### src/rtl/binary_dilate.sv
// 3x3 binary dilation of a 1-bit video stream; 3-cycle latency on data and syncs.
// No backpressure: one pixel per clock; lines longer than H_ACT set sticky line_ovf.
module binary_dilate #(
  parameter int H_ACT = 480,
  parameter int V_ACT = 272
) (
  input  logic clk,
  input  logic rst_n,
  input  logic din_vs,
  input  logic din_hs,
  input  logic din_de,
  input  logic din_data,
  output logic dout_vs,
  output logic dout_hs,
  output logic dout_de,
  output logic dout_data,
  output logic line_ovf
);

  localparam int XW = (H_ACT > 1) ? $clog2(H_ACT) : 1;
  localparam int YW = (V_ACT > 1) ? $clog2(V_ACT) : 1;
  localparam logic [XW-1:0] X_LAST = XW'(H_ACT - 1);
  localparam logic [YW-1:0] Y_LAST = YW'(V_ACT - 1);

  logic [XW-1:0]   r_x;
  logic            r_x_full;
  logic [YW-1:0]   r_y;
  logic            r_de_d;
  logic            r_vs_d;
  logic            r_lb0 [H_ACT];
  logic            r_lb1 [H_ACT];
  logic [2:0][2:0] r_win;
  logic [2:0]      r_row;
  logic            r_or;
  logic [2:0]      r_vs_sr;
  logic [2:0]      r_hs_sr;
  logic [2:0]      r_de_sr;

  logic            w_de_rise;
  logic            w_de_fall;
  logic            w_vs_rise;
  logic            w_pix_ok;
  logic [2:0]      w_tap;

  assign w_de_rise = din_de & ~r_de_d;
  assign w_de_fall = ~din_de & r_de_d;
  assign w_vs_rise = din_vs & ~r_vs_d;
  assign w_pix_ok  = din_de & ~r_x_full;

  // Rows above the frame top read as background, so stale buffer contents never leak.
  assign w_tap[0] = w_pix_ok & (r_y >= YW'(2)) & r_lb1[r_x];
  assign w_tap[1] = w_pix_ok & (r_y >= YW'(1)) & r_lb0[r_x];
  assign w_tap[2] = w_pix_ok & din_data;

  always_ff @(posedge clk or negedge rst_n) begin
    if (!rst_n) begin
      r_x      <= '0;
      r_x_full <= 1'b0;
      r_y      <= '0;
      r_de_d   <= 1'b0;
      r_vs_d   <= 1'b0;
      line_ovf <= 1'b0;
      r_win    <= '0;
      r_row    <= '0;
      r_or     <= 1'b0;
      r_vs_sr  <= '0;
      r_hs_sr  <= '0;
      r_de_sr  <= '0;
    end else begin
      r_de_d <= din_de;
      r_vs_d <= din_vs;

      if (din_de) begin
        if (r_x == X_LAST) begin
          r_x_full <= 1'b1;
        end else if (!r_x_full) begin
          r_x <= r_x + XW'(1);
        end
      end else if (w_de_fall) begin
        r_x      <= '0;
        r_x_full <= 1'b0;
      end

      // Frame-sync clear takes priority over the end-of-line increment.
      if (w_vs_rise) begin
        r_y <= '0;
      end else if (w_de_fall && (r_y != Y_LAST)) begin
        r_y <= r_y + YW'(1);
      end

      if (w_vs_rise) begin
        line_ovf <= 1'b0;
      end else if (din_de && r_x_full) begin
        line_ovf <= 1'b1;
      end

      for (int k = 0; k < 3; k++) begin
        if (din_de) begin
          r_win[k] <= w_de_rise ? {2'b00, w_tap[k]} : {r_win[k][1:0], w_tap[k]};
        end
        r_row[k] <= |r_win[k];
      end
      r_or <= |r_row;

      r_vs_sr <= {r_vs_sr[1:0], din_vs};
      r_hs_sr <= {r_hs_sr[1:0], din_hs};
      r_de_sr <= {r_de_sr[1:0], din_de};
    end
  end

  always_ff @(posedge clk) begin
    if (w_pix_ok) begin
      r_lb1[r_x] <= r_lb0[r_x];
      r_lb0[r_x] <= din_data;
    end
  end

  assign dout_vs   = r_vs_sr[2];
  assign dout_hs   = r_hs_sr[2];
  assign dout_de   = r_de_sr[2];
  assign dout_data = r_or & r_de_sr[2];

endmodule

### config.mk
export PLATFORM = sky130hd
export DESIGN_NAME = binary_dilate
export DESIGN_NICKNAME = d
export VERILOG_FILES = /design/src/rtl/binary_dilate.sv
export SDC_FILE = /design/constraint.sdc
export NUM_CORES = 1
export LEC_CHECK = 0
export BUFFER_PORTS_ARGS = -buffer_cell sky130_fd_sc_hd__clkbuf_2
export CORE_ASPECT_RATIO = 2
export CORE_MARGIN = 1.5
export CORE_UTILIZATION = 66
export CTS_CLUSTER_DIAMETER = 60
export CTS_CLUSTER_SIZE = 28
export DETAILED_ROUTE_END_ITERATION = 7
export PLACE_DENSITY_LB_ADDON = 0.2
export SETUP_SLACK_MARGIN = 0.5
export SYNTH_ARGS = -nofsm -noshare
export SYNTH_HDL_FRONTEND = slang
export SYNTH_SLANG_ARGS = --single-unit
### constraint.sdc
create_clock -name clk -period 9.4 [get_ports clk]
set_input_delay 1.88 -clock clk [delete_from_list [all_inputs] [get_ports clk]]
set_output_delay 1.88 -clock clk [all_outputs]
set_load 0.1 [all_outputs]
==> flow_summary.json, run 1 <==
{
  "cts_buffers": 42,
  "rsz0062_at_grt": "no",
  "dpl.hpwl_um": 58200,
  "cp-start-kind": "flip-flop",
  "setup_tns_ns": 0,
  "die_area_um2": 63700,
  "dieHeight_um": 355,
  "worst_path_max_delay_cell": "nor2b_4",
  "cp_data_required_time_ns": 9.54,
  "core_um2": 61700,
  "synthFlopType": "edfxtp_1",
  "grt_pass1_vias": 22991,
  "cts_tree": "built",
  "worst_slack_ns": 3.44,
  "grt_max_degree": 293,
  "ctsHoldBuffers": 0,
  "start_util_pct": 66.4,
  "clkSinkCount": 1002,
  "place_ws_ns": 3.69,
  "vias": 22428,
  "cp.arrival_ns": 6.10,
  "netlist_area_um2": 41000,
  "synth-seq-cells": 1002,
  "synth_warnings": 0,
  "die_w_um": 179,
  "synthToLayoutAreaGrowth_pct": 4.72,
  "antenna_found_initial": 1,
  "antenna_left": 0,
  "cts_root_buffer": "clkbuf_16",
  "grt_pass1_wl_um": 142000,
  "cap_violations": 0,
  "htree_levels": 2,
  "outcome": "completed",
  "critPathMostFrequentCell": "buf_12",
  "tightest_slew_ns": 1.49,
  "ir_drop_uv": 248,
  "end_kind": "flip-flop",
  "wl_per_cell_um": 30.3,
  "syn_nets": 2527,
  "synthCells": 2514,
  "clock_latency_ns": 0.63,
  "design_power_total_mw": 8.79,
  "critPathKind": "reg2reg",
  "numPortBuffers": 10,
  "num-fill-cells": 3921,
  "synth.area.mux_share_pct": 13.9,
  "final.setup_skew_ns": 0.0440,
  "synth_adder_area_share_pct": 0.214,
  "seq_area_um2": 29900,
  "post_route_cells_drive_above_1_share_pct": 12.2,
  "final_common_cell": "edfxtp_1",
  "postCtsSetupBuffers": 0,
  "yosysSeqAreaShare_pct": 72.9,
  "vias_per_cell": 6.95,
  "gr-total-overflow": 0,
  "yosys.area_share.simple_pct": 7.51,
  "finalNetCount": 2439,
  "hold_viol_final": 0,
  "wirelength_um": 97900,
  "hp-class": "reg2reg",
  "synth_cell_types": 55,
  "slew_headroom_pct": 0.793,
  "clock_path_buffers": 3,
  "first_pass_iters": 5,
  "path_max_fanout": 292,
  "p_leak_nw": 12.7,
  "ys_async_sr_fraction_pct": 4.19,
  "multiInputGateArea_um2": 10300,
  "rows": 129,
  "fmax_mhz": 168,
  "synth_compound_area_share_pct": 3.02,
  "period_share_pct": 63.5,
  "synth_top_family_by_area": "multiplexers",
  "drc": 0,
  "max_stage_delay_ns": 1.19,
  "path_cells": "buf_12, nor2b_4, a22oi_1, nand3_1, nand4_1, a32o_1, or4_1, or4_4, buf_12",
  "final_cell_mix": "edfxtp_1, nor2_1, mux2i_1",
  "syn_area_per_cell_um2": 16.3,
  "grtUsageTotal_pct": 31.3,
  "pin_count": 11,
  "initialDrtViolationCount": 2821,
  "setup_viol": 0,
  "synth_xor_area_share_pct": 0.257,
  "rrSetupSlack_ns": 3.44,
  "gp_congestion": 0.863,
  "clk_pin_slew_worst_paths_ns": 0.10,
  "cellPowerDensity_nw_per_um2": 205,
  "synth_edf_count": 960,
  "period_minus_slack_ns": 5.96,
  "drv_slew": 0,
  "cts_resized": 0
}
-- worst max-delay path, delay by kind of cell (launching register included) --
family,cells,cell delay (ns)
AOI/OAI and AO/OA,2,0.60
buffers and inverters,2,0.98
DFF,1,0.71
and+or+nand+nor,5,2.88
-- per-stage QoR --
step / hold WS (ns) / utilization [%] / instance area [um^2] / cells
floorplan: 0.331 / - / 41000 / 2514
global placement: 0.334 / 67.6 / 41700 / 3168
detailed placement: 0.339 / 67.6 / 41700 / 3168
CTS: 0.356 / 69.6 / 42900 / 3227
global route: 0.355 / 69.6 / 42900 / 3227
finish: 0.356 / 69.6 / 42900 / 3228
-- sequential cells by signal (all words and copies together), names as in the netlist --
register and flops:
r_lb0 480, r_lb1 480, r_win 9, r_x 9, r_y 9, r_de_sr 3
r_hs_sr 3, r_row 3, r_vs_sr 3, line_ovf 1, r_or 1, r_x_full 1
-- cell families (layout without fill, tap and decap cells) --
group           count (synthesis)  after routing
compound gates                185            185
other cells                     0              1
flops                        1002           1002
mux                           358            358
fa+ha+maj                       7              7
xor+xnor                       12             12
simple gates                  746            746
buf+inv                       204            131
-- cells in the mapped netlist, drive strengths merged (5+ instances only) --
| master | number | area, um^2 |
|---|---|---|
| a22o | 5 | 43.8 |
| xor2 | 8 | 70.1 |
| nor2b | 15 | 93.8 |
| nor2 | 521 | 1960 |
| nand3 | 51 | 255 |
| clkbuf | 119 | 447 |
| nor3 | 9 | 45.0 |
| nand2 | 94 | 353 |
| a221oi | 5 | 43.8 |
| o21ai | 22 | 110 |
| and3 | 9 | 56.3 |
| ha | 7 | 87.6 |
| dfrtp | 42 | 1050 |
| o22ai | 20 | 125 |
| edfxtp | 960 | 28800 |
| buf | 67 | 357 |
| a22oi | 69 | 518 |
| inv | 18 | 67.6 |
| mux4 | 169 | 3810 |
| a31oi | 6 | 37.5 |
| nand4 | 15 | 93.8 |
| a21oi | 38 | 190 |
| and2 | 11 | 68.8 |
| mux2i | 187 | 1870 |
-- layout make-up --
cell class / count / area share [%]
Antenna cell: 1 / 0.00583
Clock buffer: 54 / 2.73
Clock inverter: 5 / 0.0992
Inverter: 18 / 0.158
Multi-Input combinational cell: 1308 / 24.0
Sequential cell: 1002 / 69.7
Tap cell: 786 / 2.29
Timing Repair Buffer: 54 / 1.09
-- where the power goes --
| group | total (mW) | switching, mW | internal, mW |
|---|---|---|---|
| combinational | 1.36 | 0.901 | 0.462 |
| sequential | 5.25 | 0.0388 | 5.21 |
| clock | 2.18 | 1.29 | 0.890 |
-- layer usage --
layer / global-route usage, % / wire length (um)
met5: 0 / 0
met1: 37.0 / 32300
met2: 54.6 / 51900
met3: 3.66 / 7230
met4: 18.5 / 6560
-- worst paths after layout --
path / from / endpoint / cells past startpoint
hold / removal: r_hs_sr[0] / r_hs_sr[1] / 0
max in group asynchronous: rst_n / r_x[1] / 1
min in group asynchronous: rst_n / r_x_full / 1
hold reg to reg: r_hs_sr[0] / r_hs_sr[1] / 0
setup reg to reg: r_x[0] / r_lb1[414] / 9
setup / recovery: r_x[0] / r_lb1[414] / 9
No activity file was read; power rests on OpenSTA's default activity.
==> run 2: changes to the inputs <==
--- a/config.mk
+++ b/config.mk
@@ -8,7 +8,7 @@
 export BUFFER_PORTS_ARGS = -buffer_cell sky130_fd_sc_hd__clkbuf_2
 export CORE_ASPECT_RATIO = 2
 export CORE_MARGIN = 1.5
-export CORE_UTILIZATION = 66
+export CORE_UTILIZATION = 63
 export CTS_CLUSTER_DIAMETER = 60
 export CTS_CLUSTER_SIZE = 28
 export DETAILED_ROUTE_END_ITERATION = 7
==> constraint.sdc (replaced) <==
create_clock -name clk -period 5.7 [get_ports clk]
set_input_delay 1.14 -clock clk [delete_from_list [all_inputs] [get_ports clk]]
set_output_delay 1.14 -clock clk [all_outputs]
set_load 0.1 [all_outputs]
==> flow_summary.json, run 2 (synthesis results as in run 1) <==
{
  "outcome": "completed",
  "htree_levels": 2,
  "antenna_found_initial": 0,
  "r2r-end": "r_lb1[150]",
  "cp.arrival_ns": 5.09,
  "cts_resized": 0,
  "core_um2": 64600,
  "path_max_fanout": 101,
  "die_w_um": 183,
  "cts_root_buffer": "clkbuf_16",
  "vias_per_cell": 6.71,
  "cap_violations": 0,
  "ctsHoldBuffers": 0,
  "final_cell_mix": "edfxtp_1, nor2_1, mux2i_1",
  "p_leak_nw": 12.8,
  "grtUsageTotal_pct": 31.5,
  "max_stage_delay_ns": 0.92,
  "wirelength_um": 102000,
  "dieHeight_um": 364,
  "wl_per_cell_um": 30.5,
  "final_common_cell": "edfxtp_1",
  "dpl.hpwl_um": 63800,
  "post_route_cells_drive_above_1_share_pct": 13.3,
  "regToRegStartpoint": "r_x[0]",
  "hold_viol_final": 0,
  "postCtsSetupBuffers": 0,
  "min_to": "r_de_sr[2]",
  "rows": 132,
  "synthToLayoutAreaGrowth_pct": 5.75,
  "die_area_um2": 66700,
  "ir_drop_uv": 292,
  "seq_area_um2": 29900,
  "rsz0062_at_grt": "no",
  "cp-start-kind": "flip-flop",
  "critPathKind": "reg2reg",
  "grt_max_degree": 186,
  "setup_viol": 0,
  "rrSetupSlack_ns": 0.90,
  "period_minus_slack_ns": 4.80,
  "clock_latency_ns": 0.63,
  "num-fill-cells": 4263,
  "place_ws_ns": 0.921,
  "hp-class": "reg2reg",
  "drc": 0,
  "min_from": "r_de_sr[1]",
  "antenna_left": 0,
  "numPortBuffers": 10,
  "hold-path-cell-count": 0,
  "gp_congestion": 0.881,
  "period_share_pct": 84.3,
  "cp_data_required_time_ns": 5.98,
  "initialDrtViolationCount": 2905,
  "cts_tree": "built",
  "grt_pass1_wl_um": 149000,
  "worst_slack_ns": 0.897,
  "largestRegisters": "r_lb0: 480 flops, r_lb1: 480 flops",
  "tightest_slew_ns": 1.13,
  "first_pass_iters": 6,
  "diodes": 0,
  "final.setup_skew_ns": 0.0274,
  "worst_path_max_delay_cell": "dfrtp_4",
  "fmax_mhz": 208,
  "cellPowerDensity_nw_per_um2": 338,
  "pin_count": 11,
  "clk_pin_slew_worst_paths_ns": 0.11,
  "finalNetCount": 2470,
  "critPathMostFrequentCell": "mux4_2",
  "clkSinkCount": 1002,
  "start_util_pct": 63.4,
  "slew_headroom_pct": 24.4,
  "setup_tns_ns": 0,
  "path_cells": "buf_4, mux4_2, mux4_2, a31oi_1, nand3_1, or4_4, buf_12",
  "vias": 22476,
  "gr-total-overflow": 0,
  "multiInputGateArea_um2": 10300,
  "clock_path_buffers": 3,
  "end_kind": "flip-flop",
  "cts_buffers": 42,
  "drv_slew": 0,
  "r2r_cells": 7,
  "grt_pass1_vias": 23353
}
## run 2: final cells by class
type                            count  area share (%)
Clock buffer                       60            2.75
Inverter                           18           0.156
Tap cell                          871            2.52
Clock inverter                      5          0.0982
Timing Repair Buffer               85            1.76
Multi-Input combinational cell   1308            23.7
Sequential cell                  1002            69.0
## run 2: routing by layer
metal	share of wire (%)	wire length (um)	track usage [%]	up-vias
met4	6.8	6910	18.6	0
met5	0	0	0	-
met3	6.7	6850	3.94	325
li1	-	-	-	9436
met1	33	33600	36.1	11639
met2	54	54800	56.4	1076
## run 2: worst max path at each step
| stage | slack, ns | endpoint | from |
|---|---|---|---|
| global placement | 1.04 | r_lb1[192] | r_x[0] |
| global route | 0.77 | r_lb1[153] | r_x[1] |
| finish | 0.90 | r_lb1[150] | r_x[0] |
| CTS | 0.88 | r_lb1[195] | r_x[0] |
| detailed placement | 0.92 | r_lb1[195] | r_x[0] |
| floorplan | 1.04 | r_lb1[0] | r_x[1] |
## run 2: critical path: cells and delay by family (launching register included)
| family | cells | cell delay (ns) |
|---|---|---|
| mux | 2 | 1.02 |
| simple gates | 2 | 0.98 |
| flops | 1 | 0.92 |
| compound gates | 1 | 0.70 |
| buf+inv | 2 | 0.68 |
## run 2: per-stage QoR
step           cell area [um^2]  hold slack [ns]  util, %  std cells  power, mW
3_5_place_dp              42100            0.339     65.2       3284       11.2
2_1_floorplan             41000            0.331        -       2514       10.3
3_3_place_gp              42100            0.333     65.2       3284       11.1
5_1_grt                   43300            0.368     67.1       3349       15.0
6_report                  43300            0.359     67.1       3349       14.6
4_1_cts                   43300            0.361     67.1       3349       14.7
## run 2: report_power, final
group | internal, mW | total (mW) | switching, mW
clock network | 1.48 | 3.63 | 2.14
registers | 8.57 | 8.68 | 0.106
logic | 0.835 | 2.33 | 1.50
total | 10.9 | 14.6 | 3.75
